`config.mk`:
```
export PLATFORM = sky130hd
export DESIGN_NAME = fetch_unit_flat
export DESIGN_NICKNAME = d
export VERILOG_FILES = /design/src/rtl/processor_defs.sv /design/src/rtl/fetch_unit_if.sv /design/src/rtl/fetch_unit.sv /design/src/flat_wrapper.sv
export SDC_FILE = /design/constraint.sdc
export NUM_CORES = 1
export LEC_CHECK = 0
export ABC_AREA = 1
export BUFFER_PORTS_ARGS = -buffer_cell sky130_fd_sc_hd__buf_2
export CAP_MARGIN = 20
export CORE_ASPECT_RATIO = 1.4
export CORE_MARGIN = 2
export CORE_UTILIZATION = 50
export CTS_BUF_LIST = sky130_fd_sc_hd__clkbuf_8
export DETAILED_ROUTE_END_ITERATION = 7
export PLACE_DENSITY = 0.8
export SLEW_MARGIN = 15
export SYNTH_ARGS = -nofsm -noshare
export SYNTH_HDL_FRONTEND = slang
export SYNTH_SLANG_ARGS = --single-unit
```
`constraint.sdc`:
```
create_clock -name clk -period 4.07 [get_ports clk]
set_input_delay 0.6105 -clock clk [delete_from_list [all_inputs] [get_ports clk]]
set_output_delay 0.6105 -clock clk [all_outputs]
set_load 0.01 [all_outputs]
```
`src/rtl/processor_defs.sv`:
```
// Shared processor definitions: the injected NOP encoding, default vectors and
// the fetch FSM state type.
package processor_defs;

   localparam logic [15:0] NOP_WORD             = 16'h0000;
   localparam logic [15:0] DEFAULT_RESET_VECTOR = 16'h0000;
   localparam logic [15:0] DEFAULT_IRQ_VECTOR   = 16'h0004;

   typedef enum logic {
      RUN = 1'b0,
      ISR = 1'b1
   } fetch_state_e;

endpackage

```
`src/rtl/fetch_unit_if.sv`:
```
// Instruction ROM port: the fetch stage drives the address and reads the word
// back combinationally.
interface fetch_unit_if #(
   parameter int unsigned PC_WIDTH = 16
);

   logic [PC_WIDTH-1:0] imem_addr;
   logic [15:0]         imem_data;

   modport master (
      output imem_addr,
      input  imem_data
   );

   modport slave (
      input  imem_addr,
      output imem_data
   );

endinterface

```
`src/rtl/fetch_unit.sv`:
```
// Instruction fetch stage: PC, ROM read, decode-stage IR register, branch
// redirect, stall and single-level interrupt entry/return.
module fetch_unit
   import processor_defs::*;
#(
   parameter int unsigned         PC_WIDTH     = 16,
   parameter logic [PC_WIDTH-1:0] RESET_VECTOR = PC_WIDTH'(DEFAULT_RESET_VECTOR),
   parameter logic [PC_WIDTH-1:0] IRQ_VECTOR   = PC_WIDTH'(DEFAULT_IRQ_VECTOR),
   parameter logic [15:0]         NOP          = NOP_WORD
) (
   input  logic                clk,
   input  logic                reset,
   fetch_unit_if.master        imem,
   input  logic                stall,
   input  logic                branch_taken,
   input  logic [PC_WIDTH-1:0] branch_target,
   input  logic                irq,
   input  logic                IEN_d,
   input  logic                IOF_d,
   input  logic                RTI_d,
   output logic [15:0]         IR,
   output logic [PC_WIDTH-1:0] PC_d,
   output logic                IR_valid,
   output logic                int_enable,
   output logic                in_isr,
   output logic [PC_WIDTH-1:0] epc
);

   fetch_state_e        state_q, state_d;
   logic [PC_WIDTH-1:0] fetch_pc_q, fetch_pc_d;
   logic [15:0]         ir_q, ir_d;
   logic [PC_WIDTH-1:0] dec_pc_q, dec_pc_d;
   logic                valid_q, valid_d;
   logic                ie_q, ie_d;
   logic [PC_WIDTH-1:0] epc_q, epc_d;

   logic irq_entry;
   logic rti_go;

   // A branch in the same cycle outranks the interrupt, so entry is held off.
   assign irq_entry = irq && ie_q && (state_q == RUN) && !branch_taken;
   assign rti_go    = RTI_d && valid_q && !stall && (state_q == ISR);

   always_comb begin
      state_d    = state_q;
      fetch_pc_d = fetch_pc_q;
      ir_d       = ir_q;
      dec_pc_d   = dec_pc_q;
      valid_d    = valid_q;
      ie_d       = ie_q;
      epc_d      = epc_q;

      if (branch_taken) begin
         fetch_pc_d = branch_target;
         ir_d       = NOP;
         valid_d    = 1'b0;
      end else if (irq_entry) begin
         epc_d      = fetch_pc_q;
         fetch_pc_d = IRQ_VECTOR;
         ir_d       = NOP;
         valid_d    = 1'b0;
         ie_d       = 1'b0;
         state_d    = ISR;
      end else if (rti_go) begin
         fetch_pc_d = epc_q;
         ir_d       = NOP;
         valid_d    = 1'b0;
         ie_d       = 1'b1;
         state_d    = RUN;
      end else if (!stall) begin
         ir_d       = imem.imem_data;
         dec_pc_d   = fetch_pc_q;
         valid_d    = 1'b1;
         fetch_pc_d = fetch_pc_q + PC_WIDTH'(1);
         // IOF takes precedence when both decode lines are raised.
         if (valid_q) begin
            if (IOF_d) begin
               ie_d = 1'b0;
            end else if (IEN_d) begin
               ie_d = 1'b1;
            end
         end
      end
   end

   always_ff @(posedge clk) begin
      if (reset) begin
         state_q    <= RUN;
         fetch_pc_q <= RESET_VECTOR;
         ir_q       <= NOP;
         dec_pc_q   <= '0;
         valid_q    <= 1'b0;
         ie_q       <= 1'b0;
         epc_q      <= '0;
      end else begin
         state_q    <= state_d;
         fetch_pc_q <= fetch_pc_d;
         ir_q       <= ir_d;
         dec_pc_q   <= dec_pc_d;
         valid_q    <= valid_d;
         ie_q       <= ie_d;
         epc_q      <= epc_d;
      end
   end

   assign imem.imem_addr = fetch_pc_q;
   assign IR             = ir_q;
   assign PC_d           = dec_pc_q;
   assign IR_valid       = valid_q;
   assign int_enable     = ie_q;
   assign in_isr         = (state_q == ISR);
   assign epc            = epc_q;

endmodule

```
`src/flat_wrapper.sv`:
```
// flat-port wrapper written by rule: the top's interface ports become plain ports
module fetch_unit_flat import processor_defs::*;
#(
   parameter int unsigned         PC_WIDTH     = 16,
   parameter logic [PC_WIDTH-1:0] RESET_VECTOR = PC_WIDTH'(DEFAULT_RESET_VECTOR),
   parameter logic [PC_WIDTH-1:0] IRQ_VECTOR   = PC_WIDTH'(DEFAULT_IRQ_VECTOR),
   parameter logic [15:0]         NOP          = NOP_WORD
)
  (clk, reset, stall, branch_taken, branch_target, irq, IEN_d, IOF_d, RTI_d, IR, PC_d, IR_valid, int_enable, in_isr, epc, imem_imem_addr, imem_imem_data);
  fetch_unit_if #(.PC_WIDTH(PC_WIDTH)) imem_i ();
  input  logic clk;
  input  logic reset;
  input  logic stall;
  input  logic branch_taken;
  input  logic [PC_WIDTH-1:0] branch_target;
  input  logic irq;
  input  logic IEN_d;
  input  logic IOF_d;
  input  logic RTI_d;
  output logic [15:0] IR;
  output logic [PC_WIDTH-1:0] PC_d;
  output logic IR_valid;
  output logic int_enable;
  output logic in_isr;
  output logic [PC_WIDTH-1:0] epc;
  output wire logic [$bits(imem_i.imem_addr)-1:0] imem_imem_addr;
  input wire logic [$bits(imem_i.imem_data)-1:0] imem_imem_data;
  assign imem_imem_addr = imem_i.imem_addr;
  assign imem_i.imem_data = imem_imem_data;
  fetch_unit #(.PC_WIDTH(PC_WIDTH), .RESET_VECTOR(RESET_VECTOR), .IRQ_VECTOR(IRQ_VECTOR), .NOP(NOP)) u_core (.clk(clk), .reset(reset), .imem(imem_i), .stall(stall), .branch_taken(branch_taken), .branch_target(branch_target), .irq(irq), .IEN_d(IEN_d), .IOF_d(IOF_d), .RTI_d(RTI_d), .IR(IR), .PC_d(PC_d), .IR_valid(IR_valid), .int_enable(int_enable), .in_isr(in_isr), .epc(epc));
endmodule
```
==> run_results.csv, run 1 <==
group,metric,value,unit
floorplanning,start_util,51.0,%
setup_path,r2r_slack,1980,ps
sta,hold_viol_final,0,
drt,firstDrtPassIters,4,
grt,grt_pass1_vias,2951,
setup_path,cp.arrival,2610,ps
sta,worst-slew-pin-transition,738,ps
synthesis,synth_cells,439,
worst_hold_path,hold_class,"flop to flop",
sta,finalSetupViolations,0,
drt,wire_per_inst,13.8,um
synthesis,yosys-top-cells-count,"nand2_1 (90), a21oi_1 (74), dfxtp_1 (67)",
sta,period_share,58.1,%
cells_and_area,diodes,0,
synthesis,synth_nets,480,
cells_and_area,nets,574,
status,status,"complete, no violations",
sta,fmax,423,MHz
clock_tree,clkTransAtPathRegs,70,ps
cells_and_area,area_growth,21.6,%
power,p_leak,1.84,nW
setup_path,cp.required,4310,ps
clock_tree,hold_buffers,0,
synthesis,synthFlopType,"dfxtp_1",
grt,antenna_found_initial,0,
synthesis,synth_most_common_cell,"nand2_1",
setup_path,end_kind,"flop",
drt,drt_iter0_drc,282,
setup_path,path_max_fanout,32,
drt,drc_errors,0,
grt,grt_start_max_net_pins,49,
power,ir_drop,197,uV
clock_tree,clock_latency,350,ps
placed_design,gp_congestion,0.925,
sta,rsz0062_at_grt,"no",
power,powerDensity,383,nW/um^2
synthesis,synth_edf_count,0,
placed_design,place_ws,1360,ps
synthesis,synth.largest_area_cell,"dfxtp_1",
synthesis,synth_top_area_share,42.6,%
clock_tree,clock_sinks,67,
clock_tree,clk_path_buf_depth,2,
synthesis,avgSynthCellArea,7.17,um^2
sta,fin_ws,1710,ps
synthesis,netlist_top_cells_area,"dfxtp_1 (43%), a21oi_1 (12%), nand2_1 (11%)",
grt,globalRouteOverflowTotal,0,
clock_tree,cts-root-buf,"clkbuf_8",
grt,grt_first_pass_wirelength,13500,um
drt,antenna_left,0,
synthesis,ys_seq_area_share,42.6,%
drt,routed_via_density,5.26,
placed_design,port_buffers,106,
sta,fin_crit,2360,ps
clock_tree,cts_resized,0,
floorplanning,die_h,97.9,um
flow_run,cap_violations,0,
sta,finalMaxSlewViolations,0,
floorplanning,chipWidth,71.0,um
cells_and_area,drive_above_1_share,25.7,%
synthesis,netlist_area,3150,um^2
sta,relSlewSlack,50.7,%
setup_path,start_kind,"input port",
synthesis,synth-seq-cells,67,
synthesis,netlist-cell-type-count,33,
clock_tree,post_cts_buffers,0,
drt,wirelength,8380,um
sta,finClkSkew,10.1,ps
clock_tree,numCtsBuffers,9,
synthesis,async_reset_ff_share,0,%
drt,vias,3203,
floorplanning,design.die.area,6950,um^2
clock_tree,htree_levels,3,
setup_path,path_class,"input port to flop",
floorplanning,ios,107,
floorplanning,std_cell_rows,34,
sta,setup_tns,0,ps
floorplanning,coreArea,6170,um^2
placed_design,dp_hpwl,5940,um
cells_and_area,fillerInstances,579,
clock_tree,cts_tree,"built",
synthesis,ys_warn_count,0,
grt,grt.total_usage,24.4,%
## state kept, by name, summed over array words and instances (netlist names)
register               count
u_core.int_enable          1
u_core.IR                 16
u_core.epc                16
u_core.imem.imem_addr     16
u_core.IR_valid            1
u_core.in_isr              1
u_core.PC_d               16
## worst max-delay path, cell delays in order
cell     delay, ps
buf_2          390
inv_2          130
nand4_2        510
nand2_4        290
nor2_8         350
inv_1          160
nor2_1         110
nor2_1          50
## power by group
group	switching, W	internal [W]	leakage, nW
registers	0.0000356	0.000684	0.548
logic	0.000108	0.0000710	1.19
clock network	0.000255	0.000312	0.0974
total	0.000398	0.00107	1.84
## stage by stage
stage                     total power (W)  utilization [%]  hold WS, ps  area, um^2  std cells
after floorplan                  0.000842                -          481        3150        439
after global placement           0.000907             58.7          441        3620        594
after detailed placement         0.000912             58.7          452        3620        594
after CTS                         0.00147             62.0          462        3820        609
after global routing              0.00152             62.0          483        3820        609
final                             0.00146             62.0          463        3820        609
## cell families (layout without fill, tap and decap cells)
group           count (synthesis)  after routing  share of synthesized area (%)
xor+xnor                        4              4                           1.11
compound gates                137            137                           22.0
simple gates                  164            164                           23.9
buf+inv                        66            164                           9.90
flops                          67             67                           42.6
fa+ha+maj                       1              1                          0.398
## per-layer routing
layer	up-vias	part of all wire [%]	GRT usage, %
met3	21	5.7	4.75
met1	1444	40	28.3
met5	-	0	0
li1	1633	-	-
met2	105	52	42.1
met4	0	3.0	11.9
## final cells by class
| type | instances | area, um^2 | area share, % |
|---|---|---|---|
| clock buffers | 11 | 151 | 3.96 |
| clock inverters | 4 | 50.0 | 1.31 |
| inverters | 42 | 160 | 4.19 |
| multi-input cells | 306 | 1490 | 39.0 |
| flip-flops and latches | 67 | 1340 | 35.1 |
| well taps | 72 | 90.1 | 2.36 |
| repair buffers | 107 | 538 | 14.1 |
## worst paths after layout
kind | from | endpoint | cells past startpoint
worst max-delay path | branch_taken | u_core.PC_d[5] | 8
worst min-delay path | u_core.IR[15] | u_core.IR[15] | 2
worst max register to register | u_core.in_isr | u_core.PC_d[5] | 7
worst min register to register | u_core.IR[15] | u_core.IR[15] | 2
## layout by cell type (no fill, tap or decap), drive strengths merged, types with 5 or more instances in the layout
master | Yosys | layout
nor2 | 43 | 43
dfxtp | 67 | 67
clkbuf | 9 | 11
a21oi | 74 | 74
nand2 | 93 | 93
nand4 | 5 | 5
o21ai | 60 | 60
buf | 15 | 107
inv | 42 | 42
nand3 | 19 | 19
Note: power is estimated with default switching activity, not from simulation.
==> run 2, diff against run 1 <==
- CORE_UTILIZATION: 50 -> 47
- PLACE_DENSITY: 0.8 -> 0.78
- clock period: 4.07 -> 2.06 ns (I/O delays scaled with it)
==> run 2 against run 1 <==
Effect of this change:
- clock-buffer cell count stayed put
- first-iteration DRC count is 34% lower
- critical path depth stayed put
- utilization is 2.9 points lower
- worst setup slack worse by 1300 ps
- clock power is 91% higher
- sequential share of layout area is 0.30 points lower
- register-to-register slack worse by 1500 ps
- die area is 6.1% higher
- clock skew is 3.7 ps lower
- highest routed layer unchanged
==> run_results.csv, run 2 (synthesis gave the netlist of run 1 again) <==
group,metric,value,unit
sta,finClkSkew,6.43,ps
drt,firstDrtPassIters,8,
drt,wirelength,8290,um
sta,fmax,619,MHz
setup_path,cp.arrival,1850,ps
drt,antenna_left,0,
placed_design,port_buffers,106,
clock_tree,hold_buffers,0,
clock_tree,cts_tree,"built",
cells_and_area,regArea,1340,um^2
cells_and_area,nets,579,
floorplanning,ios,107,
drt,drt_iter0_drc,187,
clock_tree,cts_resized,0,
clock_tree,post_cts_buffers,0,
flow_run,cap_violations,0,
floorplanning,std_cell_rows,35,
cells_and_area,drive_above_1_share,26.0,%
grt,grt_first_pass_wirelength,13500,um
cells_and_area,multi_input_area,1490,um^2
setup_path,r2r_start,"u_core.imem.imem_addr[0]",
sta,finalSetupViolations,0,
worst_hold_path,min_to,"u_core.epc[0]",
cells_and_area,diodes,0,
sta,worst-slew-pin-transition,468,ps
placed_design,dp_hpwl,6020,um
status,status,"complete, no violations",
clock_tree,htree_levels,3,
setup_path,start_kind,"flop",
sta,period_share,78.5,%
setup_path,r2r_slack,440,ps
grt,globalRouteOverflowTotal,0,
worst_hold_path,hold_depth,2,
clock_tree,clock_latency,340,ps
sta,hold_viol_final,0,
setup_path,r2r_cells,8,
clock_tree,clkTransAtPathRegs,70,ps
floorplanning,design.die.area,7370,um^2
sta,relSlewSlack,68.7,%
floorplanning,chipWidth,73.1,um
cells_and_area,area_growth,22.6,%
grt,grt_start_max_net_pins,33,
sta,finalMaxSlewViolations,0,
sta,rsz0062_at_grt,"no",
setup_path,path_class,"flop to flop",
drt,drc_errors,0,
drt,wire_per_inst,13.4,um
clock_tree,numCtsBuffers,9,
power,ir_drop,645,uV
power,finalPower,0.00286,W
grt,grt.total_usage,23.7,%
setup_path,r2r_end,"u_core.imem.imem_addr[8]",
floorplanning,die_h,101,um
floorplanning,coreArea,6530,um^2
drt,routed_via_density,5.21,
grt,grt_pass1_vias,3046,
clock_tree,clk_path_buf_depth,2,
worst_hold_path,hold_class,"input port to flop",
drt,vias,3209,
floorplanning,start_util,48.2,%
setup_path,path_max_fanout,7,
setup_path,cp.required,2290,ps
setup_path,end_kind,"flop",
sta,setup_tns,0,ps
cells_and_area,final_cell_mix,"buf_2 (106), nand2_1 (90), a21oi_1 (74)",
power,p_leak,1.87,nW
clock_tree,clock_sinks,67,
cells_and_area,mostFrequentLayoutCell,"buf_2",
clock_tree,cts-root-buf,"clkbuf_8",
grt,antenna_found_initial,0,
power,powerDensity,741,nW/um^2
worst_hold_path,hp-start,"reset",
cells_and_area,fillerInstances,633,
sta,fin_crit,1620,ps
placed_design,gp_congestion,0.927,
-- run 2: layer usage --
metal	vias to the layer above	part of all wire [%]	GRT usage, %
li1	1638	-	-
met1	1444	40	25.8
met2	111	52	41.6
met3	16	5.4	6.00
met4	0	2.8	11.7
met5	-	0	0
-- run 2: worst max-delay path by stage --
stage / slack, ps / depth (start not counted) / endpoint / startpoint
3_5_place_dp: 450 / 7 / u_core.imem.imem_addr[7] / stall
4_1_cts: 460 / 8 / u_core.imem.imem_addr[8] / u_core.imem.imem_addr[1]
5_1_grt: 240 / 8 / u_core.imem.imem_addr[10] / u_core.imem.imem_addr[0]
6_report: 440 / 8 / u_core.imem.imem_addr[8] / u_core.imem.imem_addr[0]
3_3_place_gp: 480 / 8 / u_core.imem.imem_addr[14] / u_core.imem.imem_addr[0]
2_1_floorplan: 630 / 8 / u_core.imem.imem_addr[8] / u_core.imem.imem_addr[0]
-- run 2: per-stage QoR --
stage	hold slack, ps	cell area (um^2)	util (%)	setup WS [ps]	instances
detailed placement	452	3660	56.1	454	601
CTS	165	3860	59.1	463	616
finish	181	3860	59.1	443	616
floorplan	378	3150	-	625	439
global placement	441	3660	56.1	484	601
global route	176	3860	59.1	242	616
-- run 2: layout make-up --
type	count	area share, %
Sequential cell	67	34.8
Clock buffer	11	3.93
Multi-Input combinational cell	306	38.7
Tap cell	74	2.40
Timing Repair Buffer	112	14.9
Clock inverter	4	1.10
Inverter	42	4.15
-- run 2: power by group --
part | switching [W] | internal, W
Combinational | 0.000213 | 0.000144
Clock | 0.000472 | 0.000608
Sequential | 0.0000672 | 0.00135
Total | 0.000752 | 0.00210
-- run 2: critical path: stages (launching register included) --
cell and delay (ps):
dfxtp_1 460, ha_1 240, nand2_1 80, nor2_1 200, nand2_1 140, a21oi_1 140
o21ai_1 80, a21oi_1 130, nor2_1 50
